==> src/rtl/pipeline_stall_controller_pkg.sv <==
// Shared types and constants for the four-stage pipeline stall controller.
package pipeline_ctrl_pkg;

    localparam int MICROCODE_W = 22;
    localparam int INST_DATA_W = 25;

    // Bubbles carry all-zero microcode: no register write, no source reads.
    localparam logic [MICROCODE_W-1:0] NOP_MICROCODE        = '0;
    localparam logic [INST_DATA_W-1:0] NOP_INSTRUCTION_DATA = '0;

    typedef enum logic {
        RUN   = 1'b0,
        STALL = 1'b1
    } stall_state_t;

    // Per-stage register update selection.
    typedef enum logic [1:0] {
        SEL_LOAD   = 2'd0,
        SEL_HOLD   = 2'd1,
        SEL_BUBBLE = 2'd2
    } stage_sel_t;

    typedef struct packed {
        logic                   valid;
        logic [MICROCODE_W-1:0] microcode;
        logic [INST_DATA_W-1:0] instruction_data;
    } stage_t;

    localparam stage_t NOP_STAGE = '{
        valid:            1'b0,
        microcode:        NOP_MICROCODE,
        instruction_data: NOP_INSTRUCTION_DATA
    };

endpackage

==> src/rtl/pipeline_stall_controller_if.sv <==
// Fetch handshake between the fetch unit (master) and stage s0 (slave).
interface pipeline_stall_controller_if;
    import pipeline_ctrl_pkg::*;

    logic                   fetch_valid;
    logic [MICROCODE_W-1:0] fetch_microcode;
    logic [INST_DATA_W-1:0] fetch_instruction_data;
    logic                   fetch_ready;

    modport master (
        output fetch_valid,
        output fetch_microcode,
        output fetch_instruction_data,
        input  fetch_ready
    );

    modport slave (
        input  fetch_valid,
        input  fetch_microcode,
        input  fetch_instruction_data,
        output fetch_ready
    );

endinterface

==> src/rtl/pipeline_stall_controller_stage_reg.sv <==
// One pipeline stage register: load a new value, hold, or take a bubble.
module pipeline_stage_reg
    import pipeline_ctrl_pkg::*;
(
    input  logic       clk,
    input  logic       rst,
    input  stage_sel_t sel,
    input  stage_t     d,
    output stage_t     q
);

    // Stage contents update on each edge according to sel; reset empties the stage.
    always_ff @(posedge clk) begin
        // NOTE: non-blocking assignment so every stage samples its neighbour's pre-edge value.
        if (rst) begin
            q <= NOP_STAGE;
        end else begin
            unique case (sel)
                SEL_LOAD:   q <= d;
                SEL_HOLD:   q <= q;
                SEL_BUBBLE: q <= NOP_STAGE;
                default:    q <= NOP_STAGE;
            endcase
        end
    end

endmodule

==> src/rtl/pipeline_stall_controller.sv <==
// Four-stage pipeline register owner: advance, dependency stall, branch flush
// and a saturating count of held cycles.
module pipeline_stall_controller
    import pipeline_ctrl_pkg::*;
#(
    parameter int STALL_CYCLES = 3,
    parameter int STALL_CNT_W  = 16
) (
    input  logic                          clk,
    input  logic                          rst,
    pipeline_stall_controller_if.slave    fetch,
    input  logic                          data_dependency,
    input  logic                          flush,
    output logic [MICROCODE_W-1:0]        microcode_s0,
    output logic [MICROCODE_W-1:0]        microcode_s1,
    output logic [MICROCODE_W-1:0]        microcode_s2,
    output logic [MICROCODE_W-1:0]        microcode_s3,
    output logic [INST_DATA_W-1:0]        instruction_data_s0,
    output logic [INST_DATA_W-1:0]        instruction_data_s1,
    output logic [INST_DATA_W-1:0]        instruction_data_s2,
    output logic [INST_DATA_W-1:0]        instruction_data_s3,
    output logic                          valid_s0,
    output logic                          valid_s1,
    output logic                          valid_s2,
    output logic                          valid_s3,
    output logic                          currently_blocked,
    output logic [STALL_CNT_W-1:0]        stall_cycles
);

    localparam int                     CNT_W    = 4;
    localparam logic [CNT_W-1:0]       CNT_ONE  = CNT_W'(1);
    localparam logic [CNT_W-1:0]       CNT_INIT = CNT_W'(STALL_CYCLES - 1);
    localparam logic [STALL_CNT_W-1:0] SC_ONE   = STALL_CNT_W'(1);

    stall_state_t           state_q, state_d;
    logic [CNT_W-1:0]       stall_cnt_q, stall_cnt_d;
    logic [STALL_CNT_W-1:0] stall_cycles_q;
    logic                   count_hold;
    logic                   dep;
    logic                   hold;

    stage_t     stage_q [4];
    stage_t     stage_d [4];
    stage_sel_t sel     [4];
    stage_t     fetch_stage;

    // A dependency only matters when s0 carries a real instruction.
    assign dep  = data_dependency & stage_q[0].valid;
    assign hold = ~flush & ((state_q == STALL) | ((state_q == RUN) & dep));

    assign fetch.fetch_ready = ~rst & ~flush & (state_q == RUN) & ~dep;

    // Stage data paths and per-stage load/hold/bubble selection.
    always_comb begin
        // NOTE: every output of this block gets a default first so no latch is inferred.
        fetch_stage = NOP_STAGE;
        if (fetch.fetch_valid) begin
            fetch_stage.valid            = 1'b1;
            fetch_stage.microcode        = fetch.fetch_microcode;
            fetch_stage.instruction_data = fetch.fetch_instruction_data;
        end
        stage_d[0] = fetch_stage;
        stage_d[1] = stage_q[0];
        stage_d[2] = stage_q[1];
        stage_d[3] = stage_q[2];
        sel[0]     = SEL_LOAD;
        sel[1]     = SEL_LOAD;
        sel[2]     = SEL_LOAD;
        sel[3]     = SEL_LOAD;
        if (flush) begin
            sel[0] = SEL_BUBBLE;
            sel[1] = SEL_BUBBLE;
        end else if (hold) begin
            sel[0] = SEL_HOLD;
            sel[1] = SEL_BUBBLE;
        end
    end

    for (genvar i = 0; i < 4; i++) begin : g_stage
        pipeline_stage_reg u_stage (
            .clk (clk),
            .rst (rst),
            .sel (sel[i]),
            .d   (stage_d[i]),
            .q   (stage_q[i])
        );
    end

    // Stall FSM next state: flush overrides both a new dependency and an ongoing stall.
    always_comb begin
        state_d     = state_q;
        stall_cnt_d = stall_cnt_q;
        count_hold  = 1'b0;
        if (flush) begin
            state_d     = RUN;
            stall_cnt_d = '0;
        end else begin
            unique case (state_q)
                RUN: begin
                    if (dep) begin
                        state_d     = STALL;
                        stall_cnt_d = CNT_INIT;
                        count_hold  = 1'b1;
                    end
                end
                STALL: begin
                    count_hold = 1'b1;
                    if (stall_cnt_q == CNT_ONE) begin
                        state_d = RUN;
                    end else begin
                        stall_cnt_d = stall_cnt_q - CNT_ONE;
                    end
                end
                default: state_d = RUN;
            endcase
        end
    end

    // FSM state, stall countdown and saturating held-cycle counter.
    always_ff @(posedge clk) begin
        if (rst) begin
            state_q        <= RUN;
            stall_cnt_q    <= '0;
            stall_cycles_q <= '0;
        end else begin
            state_q     <= state_d;
            stall_cnt_q <= stall_cnt_d;
            if (count_hold && (stall_cycles_q != '1)) begin
                stall_cycles_q <= stall_cycles_q + SC_ONE;
            end
        end
    end

    assign currently_blocked = (state_q == STALL);
    assign stall_cycles      = stall_cycles_q;

    assign microcode_s0        = stage_q[0].microcode;
    assign microcode_s1        = stage_q[1].microcode;
    assign microcode_s2        = stage_q[2].microcode;
    assign microcode_s3        = stage_q[3].microcode;
    assign instruction_data_s0 = stage_q[0].instruction_data;
    assign instruction_data_s1 = stage_q[1].instruction_data;
    assign instruction_data_s2 = stage_q[2].instruction_data;
    assign instruction_data_s3 = stage_q[3].instruction_data;
    assign valid_s0            = stage_q[0].valid;
    assign valid_s1            = stage_q[1].valid;
    assign valid_s2            = stage_q[2].valid;
    assign valid_s3            = stage_q[3].valid;

endmodule

==> src/flat_wrapper.sv <==
// flat-port wrapper written by rule: the top's interface ports become plain ports
module pipeline_stall_controller_flat import pipeline_ctrl_pkg::*;
#(
    parameter int STALL_CYCLES = 3,
    parameter int STALL_CNT_W  = 16
)
  (clk, rst, data_dependency, flush, microcode_s0, microcode_s1, microcode_s2, microcode_s3, instruction_data_s0, instruction_data_s1, instruction_data_s2, instruction_data_s3, valid_s0, valid_s1, valid_s2, valid_s3, currently_blocked, stall_cycles, fetch_fetch_valid, fetch_fetch_microcode, fetch_fetch_instruction_data, fetch_fetch_ready);
  pipeline_stall_controller_if fetch_i ();
  input  logic clk;
  input  logic rst;
  input  logic data_dependency;
  input  logic flush;
  output logic [MICROCODE_W-1:0] microcode_s0;
  output logic [MICROCODE_W-1:0] microcode_s1;
  output logic [MICROCODE_W-1:0] microcode_s2;
  output logic [MICROCODE_W-1:0] microcode_s3;
  output logic [INST_DATA_W-1:0] instruction_data_s0;
  output logic [INST_DATA_W-1:0] instruction_data_s1;
  output logic [INST_DATA_W-1:0] instruction_data_s2;
  output logic [INST_DATA_W-1:0] instruction_data_s3;
  output logic valid_s0;
  output logic valid_s1;
  output logic valid_s2;
  output logic valid_s3;
  output logic currently_blocked;
  output logic [STALL_CNT_W-1:0] stall_cycles;
  input wire logic [$bits(fetch_i.fetch_valid)-1:0] fetch_fetch_valid;
  input wire logic [$bits(fetch_i.fetch_microcode)-1:0] fetch_fetch_microcode;
  input wire logic [$bits(fetch_i.fetch_instruction_data)-1:0] fetch_fetch_instruction_data;
  output wire logic [$bits(fetch_i.fetch_ready)-1:0] fetch_fetch_ready;
  assign fetch_i.fetch_valid = fetch_fetch_valid;
  assign fetch_i.fetch_microcode = fetch_fetch_microcode;
  assign fetch_i.fetch_instruction_data = fetch_fetch_instruction_data;
  assign fetch_fetch_ready = fetch_i.fetch_ready;
  pipeline_stall_controller #(.STALL_CYCLES(STALL_CYCLES), .STALL_CNT_W(STALL_CNT_W)) u_core (.clk(clk), .rst(rst), .fetch(fetch_i), .data_dependency(data_dependency), .flush(flush), .microcode_s0(microcode_s0), .microcode_s1(microcode_s1), .microcode_s2(microcode_s2), .microcode_s3(microcode_s3), .instruction_data_s0(instruction_data_s0), .instruction_data_s1(instruction_data_s1), .instruction_data_s2(instruction_data_s2), .instruction_data_s3(instruction_data_s3), .valid_s0(valid_s0), .valid_s1(valid_s1), .valid_s2(valid_s2), .valid_s3(valid_s3), .currently_blocked(currently_blocked), .stall_cycles(stall_cycles));
endmodule
==> config.mk <==
export PLATFORM = sky130hd
export DESIGN_NAME = pipeline_stall_controller_flat
export DESIGN_NICKNAME = d
export VERILOG_FILES = /design/src/rtl/pipeline_stall_controller_pkg.sv /design/src/rtl/pipeline_stall_controller_if.sv /design/src/rtl/pipeline_stall_controller_stage_reg.sv /design/src/rtl/pipeline_stall_controller.sv /design/src/flat_wrapper.sv
export SDC_FILE = /design/constraint.sdc
export NUM_CORES = 1
export LEC_CHECK = 0
export ABC_AREA = 1
export CAP_MARGIN = 0
export CORE_MARGIN = 2
export CORE_UTILIZATION = 40
export DETAILED_ROUTE_END_ITERATION = 12
export GPL_TIMING_DRIVEN = 0
export PLACE_DENSITY = 0.74
export SYNTH_ARGS = -nofsm -noshare
export SYNTH_HDL_FRONTEND = slang
export SYNTH_SLANG_ARGS = --single-unit
==> constraint.sdc <==
create_clock -name clk -period 1.7 [get_ports clk]
set_input_delay 0.425 -clock clk [delete_from_list [all_inputs] [get_ports clk]]
set_output_delay 0.425 -clock clk [all_outputs]
set_load 0.02 [all_outputs]
==> results of run 1 <==
-- path summary, 6_finish.rpt --
kind	start	to	slack [ns]	cells past startpoint
min reg2reg	u_core.g_stage[1].u_stage.q[2]$_SDFF_PP0_	u_core.g_stage[2].u_stage.q[2]$_SDFF_PP0_	0.41	2
min	rst	u_core.stall_cnt_q[0]$_SDFFE_PP0P_	0.29	4
max reg2reg	u_core.g_stage[0].u_stage.q[47]$_SDFFE_PP0P_	u_core.g_stage[0].u_stage.q[39]$_SDFFE_PP0P_	0.16	7
max	u_core.g_stage[0].u_stage.q[47]$_SDFFE_PP0P_	fetch_fetch_ready	0.001	4
-- worst max-delay path, stage by stage, from the launching register on --
cell	delay, ns
dfxtp_4	0.37
nand2_4	0.10
nand2_4	0.06
nor2_4	0.13
buf_6	0.13
-- cells in the final DEF (no fill, tap or decap), types with 3 or more instances in the layout --
| cell | instances |
|---|---|
| dfxtp_1 | 209 |
| clkdlybuf4s15_2 | 5 |
| buf_4 | 10 |
| dfxtp_2 | 3 |
| nand3_2 | 4 |
| clkbuf_8 | 6 |
| nand2_1 | 133 |
| inv_2 | 4 |
| buf_2 | 16 |
| clkinv_2 | 5 |
| nand3_1 | 23 |
| nor2_4 | 3 |
| dlygate4sd2_1 | 196 |
| clkdlybuf4s50_1 | 48 |
| a21oi_1 | 64 |
| nor2_1 | 184 |
| nor2_2 | 3 |
| clkbuf_1 | 12 |
| buf_6 | 5 |
| inv_1 | 164 |
| clkdlybuf4s15_1 | 6 |
| clkbuf_16 | 23 |
| ha_1 | 3 |
| clkbuf_2 | 5 |
-- stage by stage --
stage / setup slack, ns / instances / setup TNS, ns
floorplan: 0.135 / 842 / 0
detailed placement: -0.923 / 1328 / -112.87
global route: -0.0340 / 1375 / -0.0340
CTS: -0.181 / 1366 / -0.195
finish: 0.00103 / 1375 / 0
global placement: -0.911 / 1328 / -111.98
-- cells by family (layout without fill, tap and decap cells) --
group	after synthesis	count (layout)	synth area share [%]
DFF	213	213	61.8
adders and majority gates	3	3	0.544
AOI/OAI and AO/OA	67	67	5.06
and+or+nand+nor	357	357	20.8
buffers and inverters	202	510	11.8
-- metal layers --
layer  GRT usage (%)  part of all wire (%)  vias to the layer above
met1            24.1                    42                     2617
met3            3.74                   5.9                       32
li1                -                     -                     3049
met5               0                     0                        -
met4            6.37                   2.7                        0
met2            34.6                    49                      169
-- power by group --
part / total, W / internal, W / leakage [nW] / switching, W
logic: 0.000544 / 0.000231 / 2.82 / 0.000313
registers: 0.00509 / 0.00505 / 1.72 / 0.0000373
clock network: 0.00478 / 0.00287 / 0.366 / 0.00191
-- sequential cells by signal (all words and copies together) (netlist names) --
register                  flops
u_core.currently_blocked      1
u_core.g_stage.u_stage.q    192
u_core.stall_cnt_q            4
u_core.stall_cycles          16
-- final cells by class --
class / count / share of cell area (%)
plain buffers: 34 / 1.77
clock buffers: 30 / 6.37
clock inverters: 8 / 0.687
inverters: 168 / 6.07
multi-input cells: 427 / 17.8
flip-flops and latches: 213 / 41.1
well taps: 225 / 2.71
repair buffers: 270 / 23.4
-- what timing repair did --
action | 4_1_cts | 5_1_grt
pin swaps | 1 | 6
hold buffers | 0 | 0
endpoints found under the hold margin | 0 | 0
setup endpoints to repair | 294 | 44
resized for setup | 232 | 23
setup buffers | 0 | 9
==> impl_metrics.env, run 1 <==
export IMPL_die_w_um=135
export IMPL_cap_viol_max_count=0
export IMPL_fin_crit_sh_pct=99.9
export IMPL_cp_max_fo=4
export IMPL_drtIter0Drc=191
export IMPL_avgRoutedWirePerCell_um=13.9
export IMPL_dp_hpwl_um=14000
export IMPL_synth_seq_area_share_pct=61.8
export IMPL_drt_first_pass_iters=4
export IMPL_rsz0062_at_grt="true"
export IMPL_n_antenna_cell=0
export IMPL_path_clk_slew_ns=0.06
export IMPL_detail_route_antenna_nets=0
export IMPL_ios=262
export IMPL_drc_errors=0
export IMPL_power_w=0.0104
export IMPL_clock_root_buffer="clkbuf_16"
export IMPL_critPathKind="reg2out"
export IMPL_start_util_pct=40.4
export IMPL_synth_most_common_cell="dfxtp_1"
export IMPL_slew_headroom_pct=57.6
export IMPL_yosysWarningCount=0
export IMPL_die_area_um2=18300
export IMPL_syn_nets=897
export IMPL_hold_ws_ns=0.288
export IMPL_num_vias=5867
export IMPL_ys_ff_latch=213
export IMPL_arrival_ns=1.27
export IMPL_synthCells=842
export IMPL_cts_buffers=22
export IMPL_overflow=0
export IMPL_ys_async_sr_fraction_pct=0
export IMPL_synth_ff_type="dfxtp_1"
export IMPL_drt_vias_per_instance=4.27
export IMPL_setup_viol=0
export IMPL_grt_max_degree=15
export IMPL_ir_worst_vdd_mv=0.643
export IMPL_grt_pass1_wl_um=28200
export IMPL_status="complete, no violations"
export IMPL_wl_um=19100
export IMPL_min_path_type="in2reg"
export IMPL_io_buffers=261
export IMPL_cp_end_kind="output pin"
export IMPL_worst_setup_path_start_kind="register"
export IMPL_fin_crit_ns=1.70
export IMPL_antenna_found_initial=0
export IMPL_yosysUniqueCellTypes=21
export IMPL_max_freq_mhz=589
export IMPL_tritoncts="done"
export IMPL_synth_area_leaders="dfxtp_1 (62%), nor2_1 (10%), inv_1 (9.0%), nand2_1 (7.3%), a21oi_1 (4.6%)"
export IMPL_die_height_um=135
export IMPL_clock_latency_ns=0.49
export IMPL_fillers=1588
export IMPL_yosys_area_top_type="dfxtp_1"
export IMPL_drive_gt1_share_pct=8.70
export IMPL_synth_edf_count=0
export IMPL_grt_pass1_vias=5401
export IMPL_ctsHtreeMaxLevel=1
export IMPL_postSynthAreaPerCell_um2=8.19
export IMPL_grtUsageTotal_pct=19.6
export IMPL_syn_area_um2=6900
export IMPL_leakage_nw=4.91
export IMPL_design_area_um2=10400
export IMPL_slew_violations=0
export IMPL_layout_nets=1191
export IMPL_yosysTopAreaCellShare_pct=61.8
export IMPL_multi_input_area_um2=1850
export IMPL_routabilityCongestion=0.818
export IMPL_cts_buffer_depth=3
export IMPL_final_setup_skew_ns=0.00761
export IMPL_synth_commonest_cells="dfxtp_1 (213), nor2_1 (185), inv_1 (165), nand2_1 (135), a21oi_1 (64)"
export IMPL_final_hold_viol_count=0
export IMPL_ff_latch_area_um2=4270
export IMPL_cts_sinks=213
export IMPL_worst_slew_pin_slew_ns=0.636
export IMPL_core_area_um2=17100
export IMPL_cp_required_ns=1.27
export IMPL_utilization_pct=60.9
export IMPL_place_area_um2=9790
export IMPL_power_density_nw_per_um2=1000
export IMPL_area_growth_pct=50.5
export IMPL_core_rowCount=48
No activity file was read; power rests on OpenSTA's default activity.
==> run 2, diff against run 1 <==
==> constraint.sdc (replaced) <==
create_clock -name clk -period 1.9 [get_ports clk]
set_input_delay 0.475 -clock clk [delete_from_list [all_inputs] [get_ports clk]]
set_output_delay 0.475 -clock clk [all_outputs]
set_load 0.02 [all_outputs]
==> run 2 against run 1 <==
  * Global-route usage shrank 0.14 points
  * Largest power group unchanged
  * Highest routed layer unchanged
  * Combinational power decreased by 12%
  * Sequential power decreased by 11%
  * Critical path depth is 3 lower
==> impl_metrics.env, run 2 (synthesized netlist as in run 1, its figures left out) <==
export IMPL_core_rowCount=48
export IMPL_clock_latency_ns=0.48
export IMPL_cp_end_kind="output pin"
export IMPL_place_area_um2=9790
export IMPL_largest_reg_flops=192
export IMPL_critPathKind="reg2out"
export IMPL_grt_pass1_wl_um=28100
export IMPL_status="complete, no violations"
export IMPL_utilization_pct=60.8
export IMPL_avgRoutedWirePerCell_um=13.7
export IMPL_ir_worst_vdd_mv=0.577
export IMPL_grtUsageTotal_pct=19.5
export IMPL_layout_cells_most_common="dfxtp_1"
export IMPL_mostFrequentLayoutCells="dfxtp_1 (213), nor2_1 (184), dlygate4sd2_1 (172)"
export IMPL_drt_first_pass_iters=6
export IMPL_cts_buffers=22
export IMPL_area_growth_pct=50.4
export IMPL_routabilityCongestion=0.818
export IMPL_dpl_cell_count=1328
export IMPL_antenna_found_initial=0
export IMPL_grt_pass1_vias=5405
export IMPL_worst_setup_path_start_kind="register"
export IMPL_final_hold_viol_count=0
export IMPL_drt_vias_per_instance=4.29
export IMPL_drive_gt1_share_pct=6.92
export IMPL_drc_errors=0
export IMPL_cap_viol_max_count=0
export IMPL_n_antenna_cell=0
export IMPL_die_area_um2=18300
export IMPL_slew_violations=0
export IMPL_tritoncts="done"
export IMPL_grt_max_degree=20
export IMPL_cp_required_ns=1.42
export IMPL_min_path_type="reg2reg"
export IMPL_leakage_nw=5.05
export IMPL_wl_um=18700
export IMPL_cts_buffer_depth=3
export IMPL_ctsHtreeMaxLevel=1
export IMPL_crit_buf_inv=1
export IMPL_worst_slew_pin_slew_ns=0.629
export IMPL_drtIter0Drc=201
export IMPL_cts_sinks=213
export IMPL_final_setup_skew_ns=0.00687
export IMPL_cts_hold_buffers=0
export IMPL_top_register="u_core.g_stage.u_stage.q"
export IMPL_path_clk_slew_ns=0.06
export IMPL_core_area_um2=17100
export IMPL_io_buffers=261
export IMPL_cp_max_fo=1
export IMPL_worstPathCellList="clkdlybuf4s50_1"
export IMPL_slowest_stage="clkdlybuf4s50_1"
export IMPL_power_density_nw_per_um2=896
export IMPL_setup_viol=0
export IMPL_ios=262
export IMPL_die_height_um=135
export IMPL_max_stage_delay_ns=0.61
export IMPL_max_freq_mhz=535
export IMPL_fin_crit_sh_pct=98.5
export IMPL_overflow=0
export IMPL_final_cells=1366
export IMPL_slew_headroom_pct=58.1
export IMPL_arrival_ns=1.40
export IMPL_layout_nets=1182
export IMPL_ff_latch_area_um2=4260
export IMPL_dp_hpwl_um=14000
export IMPL_multi_input_area_um2=1840
export IMPL_die_w_um=135
export IMPL_start_util_pct=40.4
export IMPL_fillers=1605
export IMPL_detail_route_antenna_nets=0
export IMPL_clock_root_buffer="clkbuf_16"
export IMPL_path_delay_family="buffers and inverters"
export IMPL_num_vias=5855
export IMPL_setup_tns_ns=0
export IMPL_fin_crit_ns=1.87
export IMPL_rsz0062_at_grt="true"
export IMPL_design_area_um2=10400
-- run 2: timing repair --
action	4_1_cts	5_1_grt
hold endpoints to repair	0	0
buffers inserted	0	1
endpoints found under the setup margin	232	19
cloned	0	0
pin swaps	1	1
resized for setup	183	19
-- run 2: path summary, 6_finish.rpt --
kind	startpoint	end	slack, ns	depth (start not counted)
setup / recovery	u_core.g_stage[3].u_stage.q[16]$_SDFF_PP0_	instruction_data_s3[16]	0.03	1
hold / removal	u_core.g_stage[1].u_stage.q[45]$_SDFF_PP0_	u_core.g_stage[2].u_stage.q[45]$_SDFF_PP0_	0.41	2
setup reg to reg	u_core.stall_cycles[0]$_SDFFE_PP0P_	u_core.stall_cycles[11]$_SDFFE_PP0P_	0.25	7
hold reg to reg	u_core.g_stage[1].u_stage.q[45]$_SDFF_PP0_	u_core.g_stage[2].u_stage.q[45]$_SDFF_PP0_	0.41	2
-- run 2: worst min-delay path, cell delays in order (launching register included) --
cell and delay [ns]:
dfxtp_1 0.30, inv_1 0.04, nor2_1 0.03
-- run 2: through the flow --
step	hold slack (ns)	setup WS (ns)	power, W
final	0.411	0.0294	0.00930
after floorplan	0.449	0.335	0.00487
after CTS	0.414	-0.0121	0.00941
after global routing	0.425	-0.0248	0.00963
after detailed placement	0.409	-0.773	0.00516
after global placement	0.405	-0.761	0.00516
-- run 2: layout make-up --
| cell class | count | area share, % |
|---|---|---|
| clock inverter | 8 | 0.687 |
| inverter | 168 | 6.08 |
| tap | 225 | 2.71 |
| clock buffer | 30 | 6.38 |
| multi-input combinational | 427 | 17.7 |
| timing repair buffer | 262 | 23.6 |
| sequential | 213 | 41.1 |
| buffer | 33 | 1.72 |
-- run 2: power by group --
part | switching, W | internal, W | total [W]
clock network | 0.00171 | 0.00257 | 0.00427
registers | 0.0000329 | 0.00452 | 0.00455
logic | 0.000274 | 0.000202 | 0.000476
-- run 2: routing by layer --
metal  track usage (%)  vias up  wire length (um)
met5                 0        -                 0
met4              6.71        0               524
met3              3.78       34              1060
met2              34.3      161              9240
met1              23.8     2625              7910
li1                  -     3035                 -
==> run 3, diff against run 2 <==
--- a/config.mk
+++ b/config.mk
@@ -9,6 +9,7 @@
 export CAP_MARGIN = 0
 export CORE_MARGIN = 2
 export CORE_UTILIZATION = 40
+export CTS_BUF_LIST = sky130_fd_sc_hd__clkbuf_8
 export DETAILED_ROUTE_END_ITERATION = 12
 export GPL_TIMING_DRIVEN = 0
 export PLACE_DENSITY = 0.74
==> constraint.sdc (replaced) <==
create_clock -name clk -period 1.9 [get_ports clk]
set_input_delay 0.19 -clock clk [delete_from_list [all_inputs] [get_ports clk]]
set_output_delay 0.19 -clock clk [all_outputs]
set_load 0.02 [all_outputs]
==> run 3 against run 2 <==
  * Cell count rose by 1.2%
  * Critical path depth stayed put
  * Total power fell by 5.1%
  * Critical path type unchanged
==> impl_metrics.env, run 3 (synthesized netlist as in run 1, its figures left out) <==
export IMPL_status="complete, no violations"
export IMPL_crit_buf_inv=1
export IMPL_critPathKind="reg2out"
export IMPL_max_freq_mhz=565
export IMPL_grt_max_degree=11
export IMPL_slew_headroom_pct=55.2
export IMPL_antenna_found_initial=0
export IMPL_power_density_nw_per_um2=845
export IMPL_cts_sinks=213
export IMPL_detail_route_antenna_nets=0
export IMPL_r2r_start="u_core.stall_cycles[0]$_SDFFE_PP0P_"
export IMPL_drt_first_pass_iters=4
export IMPL_layout_nets=1195
export IMPL_final_hold_viol_count=0
export IMPL_max_stage_delay_ns=0.65
export IMPL_drt_vias_per_instance=4.28
export IMPL_final_setup_skew_ns=0.0154
export IMPL_layout_cells_most_common="clkdlybuf4s50_1"
export IMPL_ir_worst_vdd_mv=0.499
export IMPL_setup_viol=0
export IMPL_utilization_pct=61.2
export IMPL_clock_latency_ns=0.50
export IMPL_grt_pass1_vias=5464
export IMPL_rsz0062_at_grt="false"
export IMPL_min_path_type="in2reg"
export IMPL_arrival_ns=1.58
export IMPL_routabilityCongestion=0.818
export IMPL_clock_root_buffer="clkbuf_8"
export IMPL_path_delay_family="buffers and inverters"
export IMPL_cp_end_kind="output pin"
export IMPL_wl_met2_um=9070
export IMPL_largest_reg_flops=192
export IMPL_dp_hpwl_um=14000
export IMPL_whs_path_depth=3
export IMPL_worst_slew_pin_slew_ns=0.672
export IMPL_leakage_nw=3.91
export IMPL_start_util_pct=40.4
export IMPL_grt_pass1_wl_um=28200
export IMPL_io_buffers=261
export IMPL_setup_tns_ns=0
export IMPL_slowest_stage="clkdlybuf4s50_1"
export IMPL_cap_viol_max_count=0
export IMPL_wl_met1_um=8040
export IMPL_fin_crit_ns=1.77
export IMPL_fin_crit_sh_pct=93.1
export IMPL_cp_max_fo=6
export IMPL_hold_end="u_core.g_stage[0].u_stage.q[19]$_SDFFE_PP0P_"
export IMPL_cts_buffers=35
export IMPL_wl_met3_um=1080
export IMPL_reg2reg_slack_ns=0.22
export IMPL_highest_layer="met4"
export IMPL_area_growth_pct=51.4
export IMPL_die_height_um=135
export IMPL_ctsHtreeMaxLevel=2
export IMPL_tritoncts="done"
export IMPL_ios=262
export IMPL_post_cts_buffers=0
export IMPL_worst_setup_path_start_kind="register"
export IMPL_path_clk_slew_ns=0.07
export IMPL_n_antenna_cell=0
export IMPL_mostFrequentLayoutCells="clkdlybuf4s50_1 (260), dfxtp_1 (213), nor2_1 (185)"
export IMPL_cts_buffer_depth=3
export IMPL_slew_violations=0
export IMPL_die_w_um=135
export IMPL_core_area_um2=17100
export IMPL_die_area_um2=18300
export IMPL_cp_required_ns=1.71
export IMPL_hold_path_startpoint="fetch_fetch_instruction_data[19]"
export IMPL_overflow=0
export IMPL_top_register="u_core.g_stage.u_stage.q"
export IMPL_setup_ws_ns=0.131
export IMPL_place_ws_ns=-0.488
export IMPL_grtUsageTotal_pct=19.8
export IMPL_regToRegEndpoint="u_core.stall_cycles[11]$_SDFFE_PP0P_"
export IMPL_core_rowCount=48
export IMPL_avgRoutedWirePerCell_um=13.5
export IMPL_rr_worst_depth=7
export IMPL_wl_um=18700
export IMPL_drive_gt1_share_pct=6.99
export IMPL_power_w=0.00882
export IMPL_drc_errors=0
export IMPL_worstPathCellList="clkdlybuf4s50_1"
export IMPL_drtIter0Drc=196
export IMPL_num_vias=5924
run 3: changes by cell type in the layout (fill, tap and decap cells not counted), sizes merged:
cell / delta
clkbuf: +14
dlygate4sd2: -172
clkdlybuf4s50: +190
clkinvlp: -1
dlymetal6s2s: -18
buf: -2
inv: +11
clkinv: -5
run 3: worst max-delay path by stage:
| stage | startpoint | end | cells past startpoint |
|---|---|---|---|
| after floorplan | u_core.stall_cycles[0]$_SDFFE_PP0P_ | u_core.stall_cycles[9]$_SDFFE_PP0P_ | 7 |
| after global placement | rst | u_core.g_stage[3].u_stage.q[38]$_SDFF_PP0_ | 5 |
| after detailed placement | rst | u_core.g_stage[3].u_stage.q[37]$_SDFF_PP0_ | 5 |
| after CTS | u_core.g_stage[0].u_stage.q[47]$_SDFFE_PP0P_ | fetch_fetch_ready | 4 |
| after global routing | u_core.stall_cycles[0]$_SDFFE_PP0P_ | u_core.stall_cycles[5]$_SDFFE_PP0P_ | 7 |
| final | u_core.stall_cycles[8]$_SDFFE_PP0P_ | stall_cycles[8] | 1 |
run 3: stage by stage:
stage / hold WS (ns) / area [um2] / std cells
2_1_floorplan: 0.333 / 6900 / 842
3_3_place_gp: 0.405 / 9790 / 1328
3_5_place_dp: 0.409 / 9790 / 1328
4_1_cts: 0.208 / 10400 / 1383
5_1_grt: 0.223 / 10400 / 1383
6_report: 0.248 / 10400 / 1383
run 3: where the power goes:
part | internal (W) | switching [W]
clock | 0.00211 | 0.00165
combinational | 0.000233 | 0.000274
sequential | 0.00452 | 0.0000346
total | 0.00686 | 0.00196
run 3: area by class of cell:
cell class                      instances  area (um2)
Buffer                                 34         183
Clock buffer                           42         578
Clock inverter                         13        76.3
Fill cell                            1535        6610
Inverter                              168         631
Multi-Input combinational cell        427        1820
Sequential cell                       213        4260
Tap cell                              225         282
Timing Repair Buffer                  261        2610
run 3: layer usage:
layer / GRT usage, % / vias to the layer above
met1: 24.4 / 2625
met5: 0 / -
met3: 4.49 / 40
li1: - / 3070
met2: 33.6 / 189
met4: 7.81 / 0
run 3: what timing repair did:
item,CTS,global route
pin swaps,0,0
cloned,0,0
endpoints found under the setup margin,1,18
hold buffers,0,0
resized for setup,2,3
